## src/rtl/cordic_pkg.sv

```systemverilog
// Shared angle constants, types and the saturating adder used by the
// CORDIC angle post-processing blocks.
package cordic_pkg;

  localparam int ANG_W_DEF   = 32;
  localparam int DELTA_W_DEF = 16;
  localparam int ANG_HALF    = 180;
  localparam int ANG_FULL    = 360;

  typedef logic signed [ANG_W_DEF-1:0]   angle_t;
  typedef logic signed [DELTA_W_DEF-1:0] delta_t;

  typedef struct packed {
    logic               ovf;
    logic signed [63:0] val;
  } sat_t;

  // Adds two sign-extended operands and clamps to a signed field of 'width' bits.
  function automatic sat_t sat_add(input logic signed [63:0] a,
                                   input logic signed [63:0] b,
                                   input int unsigned width);
    logic signed [64:0] s;
    logic signed [64:0] hi;
    logic signed [64:0] lo;
    sat_t r;
    s = {a[63], a} + {b[63], b};
    hi = (65'sd1 <<< (width - 1)) - 65'sd1;
    lo = -hi - 65'sd1;
    r.ovf = 1'b0;
    r.val = s[63:0];
    if (s > hi) begin
      r.ovf = 1'b1;
      r.val = hi[63:0];
    end else if (s < lo) begin
      r.ovf = 1'b1;
      r.val = lo[63:0];
    end
    return r;
  endfunction

endpackage

```

## src/rtl/phase_avg_window.sv

```systemverilog
// Moving average over the last 2^AVG_LOG2 phase steps, kept as a ring
// buffer plus running sum; valid only once the window has filled.
module phase_avg_window #(
  parameter int DELTA_W  = 16,
  parameter int AVG_LOG2 = 4
) (
  input  logic                      clk,
  input  logic                      rst_n,
  input  logic                      push,
  input  logic                      flush,
  input  logic signed [DELTA_W-1:0] din,
  output logic signed [DELTA_W-1:0] avg,
  output logic                      valid
);

  localparam int N     = 1 << AVG_LOG2;
  localparam int SUM_W = DELTA_W + AVG_LOG2;
  localparam logic [AVG_LOG2:0] FULL = {1'b1, {AVG_LOG2{1'b0}}};

  logic signed [DELTA_W-1:0] ring [N];
  logic [AVG_LOG2-1:0]       ptr;
  logic [AVG_LOG2:0]         count;
  logic [AVG_LOG2:0]         count_next;
  logic signed [SUM_W-1:0]   sum;
  logic signed [SUM_W-1:0]   sum_next;

  // The slot under ptr holds the oldest delta (zero while still filling).
  always_comb begin
    sum_next   = sum + SUM_W'(din) - SUM_W'(ring[ptr]);
    count_next = (count == FULL) ? FULL : count + 1'b1;
  end

  always_ff @(posedge clk or negedge rst_n) begin
    if (!rst_n) begin
      for (int i = 0; i < N; i++) ring[i] <= '0;
      ptr   <= '0;
      count <= '0;
      sum   <= '0;
      avg   <= '0;
      valid <= 1'b0;
    end else if (flush) begin
      for (int i = 0; i < N; i++) ring[i] <= '0;
      ptr   <= '0;
      count <= '0;
      sum   <= '0;
      valid <= 1'b0;
    end else begin
      valid <= push && (count_next == FULL);
      if (push) begin
        ring[ptr] <= din;
        ptr       <= ptr + 1'b1;
        count     <= count_next;
        sum       <= sum_next;
        avg       <= DELTA_W'(sum_next >>> AVG_LOG2);
      end
    end
  end

endmodule

```

## src/rtl/cordic_phase_unwrap.sv

```systemverilog
// Unwraps the CORDIC per-sample angle into a continuous phase, and reports
// the wrapped phase step and its moving average. Two-stage pipeline.
module cordic_phase_unwrap
  import cordic_pkg::*;
#(
  parameter int ANG_W    = 32,
  parameter int DELTA_W  = 16,
  parameter int AVG_LOG2 = 4
) (
  input  logic                      clk,
  input  logic                      rst_n,
  input  logic                      clear,
  input  logic                      in_valid,
  input  logic signed [ANG_W-1:0]   angle_in,
  output logic                      out_valid,
  output logic signed [ANG_W-1:0]   phase_out,
  output logic signed [DELTA_W-1:0] delta_out,
  output logic                      avg_valid,
  output logic signed [DELTA_W-1:0] avg_out,
  output logic                      err_range,
  output logic                      err_ovf
);

  localparam logic signed [ANG_W:0] HALF = (ANG_W + 1)'(ANG_HALF);
  localparam logic signed [ANG_W:0] FULL = (ANG_W + 1)'(ANG_FULL);

  logic signed [ANG_W-1:0]   prev;
  logic                      first;
  logic signed [ANG_W:0]     angle_w;
  logic signed [ANG_W:0]     prev_w;
  logic signed [ANG_W:0]     d_raw;
  logic signed [ANG_W:0]     d_wrap;
  logic                      in_range;
  logic                      accept;
  logic                      first_eff;

  logic                      s1_valid;
  logic                      s1_first;
  logic signed [ANG_W-1:0]   s1_angle;
  logic signed [DELTA_W-1:0] s1_delta;
  logic                      push;
  sat_t                      acc_sum;

  // A clear in the same cycle as a sample makes that sample the first one.
  always_comb begin
    angle_w   = {angle_in[ANG_W-1], angle_in};
    prev_w    = {prev[ANG_W-1], prev};
    in_range  = (angle_w >= -HALF) && (angle_w <= HALF);
    accept    = in_valid && in_range;
    first_eff = first || clear;
    d_raw     = angle_w - prev_w;
    d_wrap    = d_raw;
    if (d_raw > HALF) begin
      d_wrap = d_raw - FULL;
    end else if (d_raw <= -HALF) begin
      d_wrap = d_raw + FULL;
    end
  end

  always_ff @(posedge clk or negedge rst_n) begin
    if (!rst_n) begin
      prev      <= '0;
      first     <= 1'b1;
      s1_valid  <= 1'b0;
      s1_first  <= 1'b0;
      s1_angle  <= '0;
      s1_delta  <= '0;
      err_range <= 1'b0;
    end else begin
      if (in_valid && !in_range) err_range <= 1'b1;
      s1_valid <= accept;
      if (accept) begin
        s1_first <= first_eff;
        s1_angle <= angle_in;
        s1_delta <= first_eff ? '0 : DELTA_W'(d_wrap);
        prev     <= angle_in;
        first    <= 1'b0;
      end else if (clear) begin
        first <= 1'b1;
      end
    end
  end

  always_comb begin
    acc_sum = sat_add(64'(phase_out), 64'(s1_delta), ANG_W);
    push    = s1_valid && !clear;
  end

  // Stage 2: a clear squashes the sample currently leaving stage 1.
  always_ff @(posedge clk or negedge rst_n) begin
    if (!rst_n) begin
      out_valid <= 1'b0;
      phase_out <= '0;
      delta_out <= '0;
      err_ovf   <= 1'b0;
    end else begin
      out_valid <= push;
      if (push) begin
        delta_out <= s1_delta;
        if (s1_first) begin
          phase_out <= s1_angle;
        end else begin
          phase_out <= ANG_W'(acc_sum.val);
          if (acc_sum.ovf) err_ovf <= 1'b1;
        end
      end
    end
  end

  phase_avg_window #(
    .DELTA_W (DELTA_W),
    .AVG_LOG2(AVG_LOG2)
  ) u_window (
    .clk  (clk),
    .rst_n(rst_n),
    .push (push),
    .flush(clear),
    .din  (s1_delta),
    .avg  (avg_out),
    .valid(avg_valid)
  );

endmodule

```

## config.mk

```make
export PLATFORM = sky130hd
export DESIGN_NAME = cordic_phase_unwrap
export DESIGN_NICKNAME = d
export VERILOG_FILES = /design/src/rtl/cordic_pkg.sv /design/src/rtl/phase_avg_window.sv /design/src/rtl/cordic_phase_unwrap.sv
export SDC_FILE = /design/constraint.sdc
export NUM_CORES = 1
export LEC_CHECK = 0
export BUFFER_PORTS_ARGS = -buffer_cell sky130_fd_sc_hd__buf_2
export CAP_MARGIN = 10
export CORE_AREA = 2 2 245 247
export CTS_BUF_LIST = sky130_fd_sc_hd__clkbuf_4 sky130_fd_sc_hd__clkbuf_8 sky130_fd_sc_hd__clkbuf_16
export CTS_CLUSTER_SIZE = 24
export DETAILED_ROUTE_END_ITERATION = 16
export DIE_AREA = 0 0 247 249
export GPL_ROUTABILITY_DRIVEN = 0
export PLACE_DENSITY_LB_ADDON = 0.05
export SLEW_MARGIN = 0
export SYNTH_ARGS = -nofsm -noshare
export SYNTH_HDL_FRONTEND = slang
export SYNTH_HIERARCHICAL = 1
export SYNTH_SLANG_ARGS = --single-unit
```

## constraint.sdc

```tcl
create_clock -name clk -period 12.5 [get_ports clk]
set_input_delay 3.125 -clock clk [delete_from_list [all_inputs] [get_ports clk]]
set_output_delay 3.125 -clock clk [all_outputs]
set_load 0.02 [all_outputs]
```

; Word-level counts from Yosys, hierarchy flattened
; Index checks and enable logic that the tools add are counted.
[word_totals]
regBits = 404
latch_bits = 0
mem_bits_rw = 0
rom_bits = 0
inputBits = 36
output_inout_bits = 68
wordCells = 89
mem_count = 0
[classes]
addsub = 8
multipliers = 0
div_mod_pow = 0
order_cmp = 8
n_eq_ne = 2
n_shift = 0
mux = 24
bitwise = 3
reduce_logical = 13
[op_table]
columns = op, count
row1 = $mux 256, 2
row2 = $bwmux 256, 1
row3 = $mux 65, 2
row4 = $mux 16, 6
row5 = $bmux 16 s4, 1
row6 = $demux 16 s4, 1
row7 = $mux 20, 2
row8 = $add 32x16->33, 1
row9 = $gt 33x32->1 const B, 1
row10 = $gt 33x9->1 const B, 1
row11 = $le 33x9->1 const B, 1
row12 = $lt 33x32->1 const B, 1
row13 = $sub 32x32->33, 1
row14 = $ge 32x9->1 const B, 1
row15 = $le 32x9->1 const B, 1
row16 = $mux 32, 1
row17 = $add 20x16->20, 1
row18 = $sub 20x16->20, 1
row19 = $add 16x10->16 const B, 1
row20 = $sub 16x10->16 const B, 1
row21 = $mux 5, 3
row22 = $eq 5x5->1 const B, 2
row23 = $mux 4, 2
row24 = $logic_and 1x1->1, 6
row25 = other kinds (12), 17

; Longest topological paths before layout
[logic_depth]
depth_word = 8
mapped_depth = 19
depth_no_buf = 19

; Cells and area by module
; The synthesis kept the hierarchy.
[by_module_without_submodules]
columns = mod, n_inst, cells_each, area_each_um2, seq_area_each_um2
row1 = phase_avg_window, 1, 1721, 15939.0, 7557.2
row2 = cordic_phase_unwrap, 1, 1060, 8515.7, 2553.7

; Worst setup path before layout
; No wires, ideal clock.
[synth_path]
path_type = input to register
from = input angle_in[0]
to = register s1_delta[9]
setup_ps = 122
t_arrival_ps = 6668
required_time_ps = 12378
setup_slack_ps = 5710
path_stages = 16
n_path_buf = 0
path_cell_list = inv_1 ha_1 inv_1 fa_1 a21o_1 a22oi_2 a21oi_2 a211o_1 a31oi_1 xnor2_1 nand4_1 or4_1 o31ai_4 nor2_1 or3_1 a32o_1
[synth_via]
elab_chain_cells = 5
elab_cells_between_ends = 12
classes_between = 3 x add/sub / 4 x order compare / 3 x mux / 2 x reduce/logical
[synth_rtl]
columns = element, line_no
row1 = start: declaration, cordic_phase_unwrap.sv:14  ; input logic signed [ANG_W-1:0] angle_in,
row2 = $sub 32x32->33, cordic_phase_unwrap.sv:51  ; d_raw = angle_w - prev_w;
row3 = $le 33x9->1 or $add 16x10->16 (tied branches), "cordic_phase_unwrap.sv:55, cordic_phase_unwrap.sv:56"
row4 = $mux 16, cordic_phase_unwrap.sv:55  ; end else if (d_raw <= -HALF) begin
row5 = $mux 16, cordic_phase_unwrap.sv:53  ; if (d_raw > HALF) begin
row6 = $mux 16, cordic_phase_unwrap.sv:75  ; s1_delta <= first_eff ? '0 : DELTA_W'(d_wrap);
row7 = end signal: assignment, cordic_phase_unwrap.sv:75
row8 = end: declaration, cordic_phase_unwrap.sv:40  ; logic signed [DELTA_W-1:0] s1_delta;
; Several ways; a longest one is shown, not always the timed one.
; A chain may end at the register's enable or synchronous reset.

; Worst setup path in the final report
[layout_path]
from = input angle_in[7]
to = register s1_delta[9]
; Same word-level chain as after synthesis.

==> impl_metrics.prom <==
# TYPE chip_impl_metric gauge
chip_impl_info{name="status",value="completed"} 1
chip_impl_metric{name="syn-mean-instance-area",unit="µm²"} 8.79
chip_impl_metric{name="total_vias_in_the_final_route",unit=""} 20874
chip_impl_metric{name="fp-row-count",unit=""} 89
chip_impl_metric{name="drt-vias-per-instance",unit=""} 5.78
chip_impl_info{name="critical_register_to_register_path_endpoint",value="u_window/avg[6]"} 1
chip_impl_metric{name="setup_viol",unit=""} 0
chip_impl_metric{name="pwr-share-clk",unit=""} 0.516
chip_impl_metric{name="worst-endpoint-arrival",unit="ns"} 7.44
chip_impl_info{name="cp_top_family",value="simple AND/OR/NAND/NOR gates"} 1
chip_impl_metric{name="synth_enable_flop_cells",unit=""} 0
chip_impl_metric{name="clock.fmax",unit="MHz"} 143
chip_impl_info{name="critPathCaptureType",value="flip-flop"} 1
chip_impl_metric{name="yosys_warnings",unit=""} 6
chip_impl_metric{name="die_y",unit="µm"} 249
chip_impl_metric{name="worstSkewPairLatency",unit="ns"} 0.60
chip_impl_metric{name="synthesis.instances",unit=""} 2781
chip_impl_metric{name="netlist-cell-type-count",unit=""} 95
chip_impl_metric{name="clock_tree.buffer_depth",unit=""} 3
chip_impl_metric{name="layout_nets",unit=""} 2955
chip_impl_metric{name="postCtsSetupBuffers",unit=""} 0
chip_impl_metric{name="grt_start_max_net_pins",unit=""} 128
chip_impl_metric{name="first_global_vias",unit=""} 20302
chip_impl_metric{name="dpl_worst_slack",unit="ns"} 5.00
chip_impl_metric{name="netSwitchingPower",unit="W"} 0.000679
chip_impl_metric{name="power_switching_share",unit=""} 0.231
chip_impl_info{name="critPathKind",value="input port to flip-flop"} 1
chip_impl_metric{name="floorplan.io_pins",unit=""} 104
chip_impl_metric{name="finish.utilization",unit=""} 0.465
chip_impl_metric{name="placement.cell_area",unit="µm²"} 25600
chip_impl_metric{name="total_routed_length",unit="µm"} 80800
chip_impl_info{name="holdCritPathClass",value="flip-flop to flip-flop"} 1
chip_impl_metric{name="worst_slack",unit="ns"} 5.53
chip_impl_metric{name="post_cts.resized_instances",unit=""} 0
chip_impl_metric{name="grt.total_usage",unit=""} 0.262
chip_impl_metric{name="p_leak",unit="nW"} 12.2
chip_impl_metric{name="finalHoldViolations",unit=""} 0
chip_impl_metric{name="detailed_routing_iteration_count_for_the_pre_antenna_repair_pass",unit=""} 7
chip_impl_metric{name="antenna_found_initial",unit=""} 1
chip_impl_metric{name="max_slew.worst_pin.slew",unit="ns"} 1.16
chip_impl_metric{name="p_comb_frac",unit=""} 0.039
chip_impl_info{name="whs_endpoint",value="err_range"} 1
chip_impl_metric{name="power-per-cell-area",unit="nW/µm²"} 108
chip_impl_metric{name="post-dp-hpwl",unit="µm"} 53600
chip_impl_info{name="ys_dominant_reg_cell",value="dfrtp_1"} 1
chip_impl_metric{name="critical_path.n_buffers_inverters",unit=""} 1
chip_impl_metric{name="start_util",unit=""} 0.417
chip_impl_metric{name="holdPathStages",unit=""} 1
chip_impl_metric{name="ctsHtreeMaxLevel",unit=""} 2
chip_impl_info{name="cpMaxStageDelayCell",value="nor4_4"} 1
chip_impl_metric{name="final.setup.tns",unit="ns"} 0
chip_impl_metric{name="grt_overflow",unit=""} 0
chip_impl_metric{name="synth.ff_latch_count",unit=""} 404
chip_impl_metric{name="async_reset_ff_frac",unit=""} 1.00
chip_impl_metric{name="rr_worst_depth",unit=""} 14
chip_impl_metric{name="routed_wire_length_per_instance",unit="µm"} 22.4
chip_impl_metric{name="post_cts_hold_buffer_count",unit=""} 0
chip_impl_metric{name="period_share",unit=""} 0.558
chip_impl_metric{name="tritoncts_num_sinks",unit=""} 404
chip_impl_metric{name="antenna_cells",unit=""} 0
chip_impl_metric{name="syn-num-nets",unit=""} 2934
chip_impl_metric{name="final_period_minus_worst_setup_slack",unit="ns"} 6.97
chip_impl_metric{name="crit_cells",unit=""} 14
chip_impl_metric{name="power.ir.vdd_worst",unit="µV"} 87.3
chip_impl_metric{name="drc",unit=""} 0
chip_impl_metric{name="timing.critical_path.fanout_max",unit=""} 13
chip_impl_metric{name="detail-route-antenna-nets",unit=""} 0
chip_impl_metric{name="cts.clk_slew.worst_paths",unit="ns"} 0.06
chip_impl_metric{name="dieArea",unit="µm²"} 61500
chip_impl_info{name="grt_setup_unrepaired",value="no"} 1
chip_impl_metric{name="number_of_buffer_cells_added_on_primary_ports",unit=""} 103
chip_impl_metric{name="core",unit="µm²"} 58700
chip_impl_info{name="regToRegStartpoint",value="u_window/ptr[0]"} 1
chip_impl_metric{name="portion_of_total_power_attributed_to_sequential_cells",unit=""} 0.445
chip_impl_metric{name="post_synthesis_instance_area",unit="µm²"} 24500
chip_impl_metric{name="design_power_total",unit="W"} 0.00294
chip_impl_metric{name="internal_power",unit="W"} 0.00226
chip_impl_metric{name="fillerInstances",unit=""} 5704
chip_impl_metric{name="final_max_slew_viol_count",unit=""} 0
chip_impl_metric{name="critical_path.max_stage_delay",unit="ns"} 0.65
chip_impl_info{name="crit_chain",value="buf_2 -> ha_1 -> a21oi_1 -> nand2_1 -> a221oi_1 -> o211ai_1 -> a311oi_1 -> or4b_1 -> nor4b_2 -> nand4_1 -> nor4_4 -> nor3_1 -> or3_1 -> a32o_1"} 1
chip_impl_metric{name="endpoint_required_time_on_the_critical_path",unit="ns"} 12.98
chip_impl_info{name="timing.critical_path.from_type",value="input port"} 1
chip_impl_metric{name="cap_viol_max_count",unit=""} 0
chip_impl_metric{name="synth.yosys.seq_area_share",unit=""} 0.413
chip_impl_metric{name="synthToLayoutAreaGrowth",unit="%"} 11.6
chip_impl_metric{name="tritoncts.num_buffers",unit=""} 49
chip_impl_info{name="worstHoldStart",value="err_range"} 1
chip_impl_info{name="tritoncts",value="done"} 1
chip_impl_metric{name="grt_pass1_wl",unit="µm"} 124000
chip_impl_metric{name="drive_above_1_share",unit=""} 0.131
chip_impl_metric{name="internal_reg_to_reg_setup_slack",unit="ns"} 6.89
chip_impl_info{name="cts-root-buf",value="clkbuf_16"} 1
chip_impl_metric{name="die_w",unit="µm"} 247
chip_impl_metric{name="finClkSkew",unit="ns"} 0.0176
chip_impl_metric{name="number_of_drc_markers_after_the_initial_detailed_route_iteration",unit=""} 2013
chip_impl_metric{name="post_route_cell_area",unit="µm²"} 27300
chip_impl_metric{name="max-slew-margin-rel",unit=""} 0.224
==> placed cells by master, fill, tap and decap left out, drive strengths merged, types with 8 or more instances in the layout <==
cell	instances
o211ai	19
or2	8
and3	16
o21bai	10
nor4	19
a211o	13
a21o	36
a211oi	16
clkinv	13
ha	96
nand2	705
clkbuf	69
or3	8
nand2b	20
xnor2	39
and4	9
xor2	28
a21oi	403
o21a	13
nor3	35
a31oi	8
inv	137
nand4	29
nor2b	16
nand3	57
o31ai	9
and2	13
mux2i	13
o21ai	137
mux4	80
dfrtp	403
buf	146
nor2	98
fa	21
==> cell type report <==
cell class | count | area [µm²] | share of cell area
multi-input cells | 2062 | 13100 | 0.479
well taps | 773 | 967 | 0.0354
clock inverters | 21 | 303 | 0.0111
clock buffers | 68 | 1430 | 0.0522
inverters | 138 | 519 | 0.0190
repair buffers | 147 | 877 | 0.0321
flip-flops and latches | 404 | 10100 | 0.371
==> worst reg2reg max path, cell delays in order (launching register included) <==
cell      delay (ns)
dfrtp_4         0.87
buf_4           0.80
mux4_2          0.74
mux4_2          0.54
ha_1            0.29
inv_1           0.06
ha_1            0.17
inv_1           0.06
fa_1            0.37
and2b_1         0.26
o211ai_1        0.10
a21boi_1        0.49
o21ai_0         0.34
a211o_1         0.39
nand3_1         0.07
==> registers in the layout (all words and copies together) (netlist names) <==
signal and cells:
s1_first 1, s1_delta 16, u_window/sum 20, err_ovf 1, u_window/valid 1, u_window/ring 256
first 1, s1_angle 32, u_window/avg 16, out_valid 1, delta_out 16, err_range 1
u_window/count 5, phase_out 32, u_window/ptr 4, s1_valid 1
==> per-stage QoR <==
stage	instances	hold slack, ns
6_report	3613	0.448
5_1_grt	3613	0.471
4_1_cts	3613	0.455
3_5_place_dp	3524	0.440
3_3_place_gp	3524	0.440
2_1_floorplan	2781	0.446
==> cells by family (layout without fill, tap and decap cells) <==
logic type	count (synthesis)	count (layout)	share of synthesized area
buffers and inverters	315	374	0.0528
and+or+nand+nor	1059	1059	0.189
DFF	404	404	0.413
adders and majority gates	117	117	0.0663
AOI/OAI and AO/OA	724	724	0.175
muxes	95	95	0.0799
xor gates and xnor gates	67	67	0.0240
==> worst max-delay path by stage <==
stage / from / end / slack [ns]
after floorplan: angle_in[0] / s1_delta[9] / 5.71
after global placement: angle_in[0] / s1_delta[9] / 5.09
after detailed placement: angle_in[7] / s1_delta[9] / 5.00
after CTS: angle_in[7] / s1_delta[9] / 5.63
after global routing: angle_in[7] / s1_delta[9] / 5.22
final: angle_in[7] / s1_delta[9] / 5.53
==> power groups by stage <==
stage	clock [W]	sequential, W	combinational, W
final	0.00152	0.00131	0.000115
after global routing	0.00161	0.00131	0.000128
after CTS	0.00155	0.00131	0.000116
after detailed placement	0	0.00133	0.000115
after global placement	0	0.00133	0.000114
after floorplan	0	0.00133	0.0000575
==> synth_stat cells, types with 4 or more instances <==
cell type / n / area [µm²]
buf_2: 18 / 90.1
buf_1: 10 / 37.5
or2_2: 8 / 50.1
and2_1: 13 / 81.3
and3b_1: 4 / 35.0
a211oi_1: 12 / 90.1
a21o_1: 36 / 270
o21ai_0: 131 / 656
a31oi_1: 8 / 50.1
a211oi_2: 4 / 50.1
nor2_1: 97 / 364
a21oi_2: 8 / 70.1
o21ai_1: 5 / 25.0
or4_1: 7 / 52.6
a21oi_1: 395 / 1980
o31ai_1: 7 / 52.6
and4_1: 9 / 78.8
mux2i_1: 13 / 130
o2111ai_1: 5 / 43.8
buf_6: 10 / 113
nor4_1: 18 / 113
a311oi_1: 7 / 61.3
nand4_1: 29 / 181
mux4_2: 80 / 1800
o211ai_1: 18 / 135
nand2_1: 704 / 2640
o21bai_1: 10 / 75.1
ha_1: 96 / 1200
inv_1: 136 / 510
or3_1: 8 / 50.1
xor2_1: 28 / 245
nand3_1: 56 / 280
nand2b_1: 20 / 125
nor3_1: 34 / 170
a22o_1: 5 / 43.8
dfrtp_1: 403 / 10100
a211o_1: 13 / 114
xnor2_1: 39 / 342
and3_1: 16 / 100
o21a_1: 12 / 90.1
nor2b_1: 16 / 100
a21boi_0: 4 / 30.0
fa_1: 21 / 420
clkbuf_1: 136 / 510
==> routing by layer <==
metal / part of all wire / vias up / track usage / wire (µm)
met5: 0 / - / 0 / 0
met2: 0.46 / 626 / 0.405 / 37200
met1: 0.45 / 10444 / 0.381 / 36600
met4: 0.027 / 0 / 0.0754 / 2190
met3: 0.060 / 108 / 0.0400 / 4840
li1: - / 9696 / - / -
Power figures use the tool's default switching activity.
